`src/rtl/core_pkg.sv`:
```
// rtl/core_pkg.sv - shared instruction constants and fetch FSM state encoding
package core_pkg;

   localparam logic [31:0] NOP_INST   = 32'h0000_0033;
   localparam logic [31:0] HALT_INST  = 32'h0000_007F;
   localparam logic [31:0] INST_BYTES = 32'd4;

   typedef enum logic {
      ST_RUN    = 1'b0,
      ST_HALTED = 1'b1
   } fetch_state_t;

endpackage

```
`src/rtl/fetch_unit.sv`:
```
// rtl/fetch_unit.sv - PC sequencing, IF/ID payload register and RUN/HALTED fetch FSM
module fetch_unit
   import core_pkg::*;
#(
   parameter logic [31:0] RESET_PC = 32'h0000_0000
) (
   input  logic        clk,
   input  logic        rst_n,
   input  logic        stall,
   input  logic        redirect,
   input  logic [31:0] redirect_pc,
   output logic [31:0] imem_addr,
   input  logic [31:0] imem_inst,
   output logic [31:0] if_pc,
   output logic [31:0] if_inst,
   output logic        if_valid,
   output logic        halted
);

   fetch_state_t r_state;
   fetch_state_t w_next_state;
   logic [31:0]  r_pc;
   logic [31:0]  r_if_pc;
   logic [31:0]  r_if_inst;
   logic         r_if_valid;
   logic [31:0]  w_next_pc;
   logic         w_fetch;
   logic         w_is_halt;
   logic         w_halted;

   assign imem_addr = r_pc;
   assign if_pc     = r_if_pc;
   assign if_inst   = r_if_inst;
   assign if_valid  = r_if_valid;
   assign halted    = w_halted;

   // A fetch is accepted only in RUN when neither stalled nor redirected.
   always_comb begin
      w_fetch   = (r_state == ST_RUN) && !stall && !redirect;
      w_is_halt = w_fetch && (imem_inst == HALT_INST);
   end

   always_ff @(posedge clk) begin
      if (!rst_n) begin
         r_state <= ST_RUN;
      end else begin
         r_state <= w_next_state;
      end
   end

   always_comb begin
      w_next_state = r_state;
      if (redirect) begin
         w_next_state = ST_RUN;
      end else if (w_is_halt) begin
         w_next_state = ST_HALTED;
      end
   end

   always_comb begin
      w_halted = (r_state == ST_HALTED);
   end

   // The PC parks on a HALT word so a later redirect is the only way out.
   always_comb begin
      w_next_pc = r_pc;
      if (redirect) begin
         w_next_pc = redirect_pc & 32'hFFFF_FFFC;
      end else if (w_fetch && !w_is_halt) begin
         w_next_pc = r_pc + INST_BYTES;
      end
   end

   always_ff @(posedge clk) begin
      if (!rst_n) begin
         r_pc       <= RESET_PC;
         r_if_pc    <= 32'h0000_0000;
         r_if_inst  <= NOP_INST;
         r_if_valid <= 1'b0;
      end else begin
         r_pc <= w_next_pc;
         if (redirect || (r_state == ST_HALTED)) begin
            r_if_inst  <= NOP_INST;
            r_if_valid <= 1'b0;
         end else if (w_fetch) begin
            r_if_pc    <= r_pc;
            r_if_inst  <= imem_inst;
            r_if_valid <= 1'b1;
         end
      end
   end

endmodule

```
`config.mk`:
```
export PLATFORM = sky130hd
export DESIGN_NAME = fetch_unit
export DESIGN_NICKNAME = d
export VERILOG_FILES = /design/src/rtl/core_pkg.sv /design/src/rtl/fetch_unit.sv
export SDC_FILE = /design/constraint.sdc
export NUM_CORES = 1
export LEC_CHECK = 0
export CORE_UTILIZATION = 41
export DETAILED_ROUTE_END_ITERATION = 12
export GPL_ROUTABILITY_DRIVEN = 0
export GPL_TIMING_DRIVEN = 0
export PLACE_DENSITY = 0.84
export SLEW_MARGIN = 20
export SYNTH_ARGS = -nofsm -noshare
export SYNTH_HDL_FRONTEND = slang
export SYNTH_SLANG_ARGS = --single-unit
export TNS_END_PERCENT = 5
```
`constraint.sdc`:
```
create_clock -name clk -period 6.95 [get_ports clk]
set_input_delay 1.39 -clock clk [delete_from_list [all_inputs] [get_ports clk]]
set_output_delay 1.39 -clock clk [all_outputs]
set_load 0.01 [all_outputs]
```
Word level (Yosys, flattened, before mapping)
Cells that the tools add are included.
{"block": "op_classes", "n_bitwise": 3, "n_mux": 2, "n_reduce_logical": 12, "n_eq_ne": 1, "addsub": 1}
{"operator": "two-way mux 32 bit", "count": 2}
{"operator": "adder 32 x 3 -> 32 bit (second input constant)", "count": 1}
{"operator": "equality test 32 x 7 -> 1 bit (second input constant)", "count": 1}
{"operator": "logical AND 1 bit", "count": 4}
{"operator": "OR reduction 2 bit", "count": 2}
{"operator": "zero test 1 bit", "count": 3}
{"operator": "inverter 1 bit", "count": 3}
{"operator": "AND reduction 2 bit", "count": 1}
{"operator": "nonzero test 2 bit", "count": 1}
{"operator": "logical OR 1 bit", "count": 1}
{"block": "word_totals", "ff_bits": 98, "output_inout_bits": 98, "input_bits": 68}

Logic depth before layout (Yosys ltp)
{"block": "logic_depth", "depth_word": 8, "ltp_mapped": 7}

Worst setup path before layout
No wires, ideal clock.
{"block": "synth_timing", "kind": "input -> register", "startpoint": "input port imem_inst[7]", "endpoint": "register r_pc[28], in the netlist imem_addr[28]", "path_buffers": 1, "t_arrival_ns": 3.041, "required_time_ns": 6.823, "setup_time_ns": 0.127, "setup_slack_ns": 3.782, "path_stages": 6, "cell_sequence": "or4_4 -> nor4_4 -> buf_2 -> a21oi_1 -> mux2i_1 -> or3_1"}
{"block": "synth_between", "elab_chain_cells": 5}
{"item": "start, declared", "line_no": "fetch_unit.sv:13", "text": "input logic [31:0] imem_inst,"}
{"item": "equality test 32 x 7 -> 1 bit", "line_no": "fetch_unit.sv:40", "text": "w_is_halt = w_fetch && (imem_inst == HALT_INST);"}
{"item": "logical AND 1 bit", "line_no": "fetch_unit.sv:40"}
{"item": "zero test 1 bit", "line_no": "fetch_unit.sv:69", "text": "end else if (w_fetch && !w_is_halt) begin"}
{"item": "logical AND 1 bit", "line_no": "fetch_unit.sv:69"}
{"item": "nonzero test 2 bit (no source line)"}
{"item": "end signal, assigned", "line_no": "fetch_unit.sv:81", "text": "r_pc <= w_next_pc;"}
{"item": "end, declared", "line_no": "fetch_unit.sv:22", "text": "logic [31:0] r_pc;"}
No other way between the ends.
A chain may end at the register's enable or synchronous reset.

Worst setup path after layout
Same ends and word-level chain as after synthesis.

==> flow_summary_export.csv <==
group,metric,value,unit
run_status,outcome,"completed",
cts,path_clk_slew,0.09,ns
grt,grt_use_total,0.251,
cts,h-tree-depth,3,
cells_and_area,diodes,0,
drt,drt_iter0_drc,349,
synth,ys_ff_latch,94,
setup_path,arrival,3.79,ns
power_and_ir_drop,ir_drop,0.000100,V
die,num_rows,36,
cts,cts_buffers,9,
grt,grt_overflow,0,
synth,yosys.area.top_type_share,0.441,
timing,clock.fmax,282,MHz
setup_path,crit_path_cell_trace,"clkdlybuf4s50_1 -> or4_4 -> nor4_4 -> buf_2 -> a21oi_1 -> mux2i_1 -> or3_1",
drt,dr.pass1.iters,6,
synth,synthArstFlopShare,0,
synth,yosysWarnings,0,
power_and_ir_drop,p_per_area,184,nW/um^2
timing,maxSlewHeadroom,0.375,
die,io_pins,166,
setup_path,cpMaxStageDelayCell,"or4_4",
grt,grt_pass1_vias,4427,
drt,routed_wl,13700,um
timing,finClkSkew,0.0152,ns
synth,synth_compound_area_frac,0.209,
cells_and_area,area_growth,46.0,%
timing,worstMarginPinSlew,0.933,ns
cells_and_area,nets,771,
die,start_util,0.430,
synth,muxShareOfSynthArea,0.00734,
drt,num_vias,4576,
place,hpwlAfterDp,10400,um
drt,wl_per_cell,16.4,um
synth,synthTopCellsByArea,"dfxtp_1 44%, nand2_1 12%, a21oi_1 6.2%, a21boi_0 5.3%, xnor2_1 4.1%",
cells_and_area,fillers,860,
grt,grt_max_degree,16,
synth,synthTopCellsByCount,"139 x nand2_1, 94 x dfxtp_1, 53 x a21oi_1, 30 x a21boi_0, 28 x clkbuf_1",
synth,synth_top_family_by_area,"simple AND/OR/NAND/NOR gates",
cells_and_area,seq_area,1880,um^2
die,core_area,9910,um^2
timing,rsz0062_at_grt,"false",
synth,synth-xor-area-share,0.0411,
grt,antenna_found_initial,0,
timing,setup_viol,0,
cts,clock-sinks,94,
synth,synth_top_area_cell,"dfxtp_1",
cts,hold_buffers,0,
die,dieArea,10800,um^2
setup_path,cp_slowest_stage_delay,0.58,ns
synth,syn_inst,530,
grt,grt_pass1_wl,21800,um
power_and_ir_drop,power.leakage,0.00206,uW
setup_path,timing.setup.critical_path_class,"input port to flip-flop",
timing,fin_crit_sh,0.509,
cts,post-cts-setup-buffers,0,
synth,synth_fa_ha_area_frac,0.00294,
synth,synth-edff-count,0,
drt,antenna_left,0,
drt,drc,0,
cts,cts-resized-gates,0,
setup_path,path_max_fanout,10,
synth,synth_most_common_cell,"nand2_1",
cells_and_area,drive_above_1_share,0.0552,
cts,cts_tree,"done",
setup_path,required,7.20,ns
synth,ys_seq_area_frac,0.441,
synth,synth_area_per_cell,8.04,um^2
die,die_y,104,um
synth,ys_types,47,
die,chipWidth,104,um
drt,via_per_inst,5.45,
timing,tns,0,ns
cts,worstSkewPairLatency,0.37,ns
place,port_buffers,158,
synth,synthFlopType,"dfxtp_1",
cells_and_area,final_core_util,0.628,
timing,finalMaxSlewViolations,0,
job,drv_cap,0,
timing,layout_min_cycle_time,3.54,ns
cts,root_buffer,"clkbuf_8",
synth,synthesis.area,4260,um^2
setup_path,endpoint_kind,"flip-flop",
hold_path,hold_path_class,"flip-flop to flip-flop",
setup_path,critical_path.startpoint_type,"input port",
cells_and_area,multi_input_area,2180,um^2
cts,clock_path_buffers,2,
timing,hold_violations,0,
synth,yosys.area_share.simple,0.247,
-- critical path: cells and delay by family --
family	cells	cell delay, ns
buffers and inverters	2	0.74
multiplexers	1	0.13
AO/OA/AOI/OAI	1	0.12
AND/OR/NAND/NOR	3	1.41
-- sequential cells by signal, summed over array words and instances, names as in the netlist --
register / cells
halted: 1
if_inst: 32
if_pc: 30
if_valid: 1
imem_addr: 30
-- layer usage --
metal  GRT usage  share of wire  vias up  wire length, um
met5           0              0        -                0
met4       0.105          0.022        0              297
met3      0.0664          0.094       30             1300
met2       0.424           0.49      248             6670
met1       0.300           0.40     2098             5480
li1            -              -     2200                -
-- power breakdown --
part | leakage (uW) | switching (uW) | total [uW] | internal [uW]
logic | 0.00119 | 84.7 | 184 | 99.5
clock network | 0.0000955 | 198 | 375 | 176
registers | 0.000769 | 26.8 | 588 | 561
-- logic make-up after synthesis --
logic type / Yosys count
AND/OR/NAND/NOR: 226
adder cells (fa/ha/maj): 1
other: 1
buffers and inverters: 45
AO/OA/AOI/OAI: 140
multiplexers: 3
flip-flops: 94
XOR/XNOR: 20
-- layout by cell type (no fill, tap or decap), types with 6 or more instances in the layout --
master / n
nand2_1: 139
nor2_1: 13
clkbuf_1: 29
a211oi_1: 8
clkdlybuf4s50_1: 158
nand4_1: 15
clkbuf_8: 10
xnor2_1: 20
buf_4: 6
o21ai_0: 26
a21oi_1: 53
dfxtp_1: 94
nor4_1: 8
a2111oi_0: 11
a21boi_0: 30
nand3_1: 22
-- final timing paths --
| check | startpoint | endpoint | slack, ns | cells past startpoint |
|---|---|---|---|---|
| setup / recovery | imem_inst[7] | imem_addr[28] | 3.41 | 7 |
| hold / removal | if_inst[31] | if_inst[31] | 0.46 | 2 |
| hold reg to reg | if_inst[31] | if_inst[31] | 0.46 | 2 |
| setup reg to reg | halted | if_pc[27] | 4.68 | 5 |
-- area by class of cell --
type	instances	share of cell area
plain buffers	42	0.0322
clock buffers	11	0.0227
clock inverters	5	0.00945
inverters	3	0.00181
multi-input cells	394	0.350
flip-flops and latches	94	0.302
well taps	133	0.0267
repair buffers	158	0.254
-- metrics by stage --
step | area (um^2) | power, uW | setup slack [ns] | std cells | hold slack (ns)
after floorplan | 4270 | 671 | 3.78 | 533 | 0.481
after global placement | 6020 | 776 | 3.10 | 824 | 0.441
after detailed placement | 6020 | 782 | 3.08 | 824 | 0.446
after CTS | 6220 | 1150 | 3.45 | 840 | 0.458
after global routing | 6220 | 1190 | 3.31 | 840 | 0.482
final | 6220 | 1150 | 3.41 | 840 | 0.458
(Power assumes the default switching activity.)
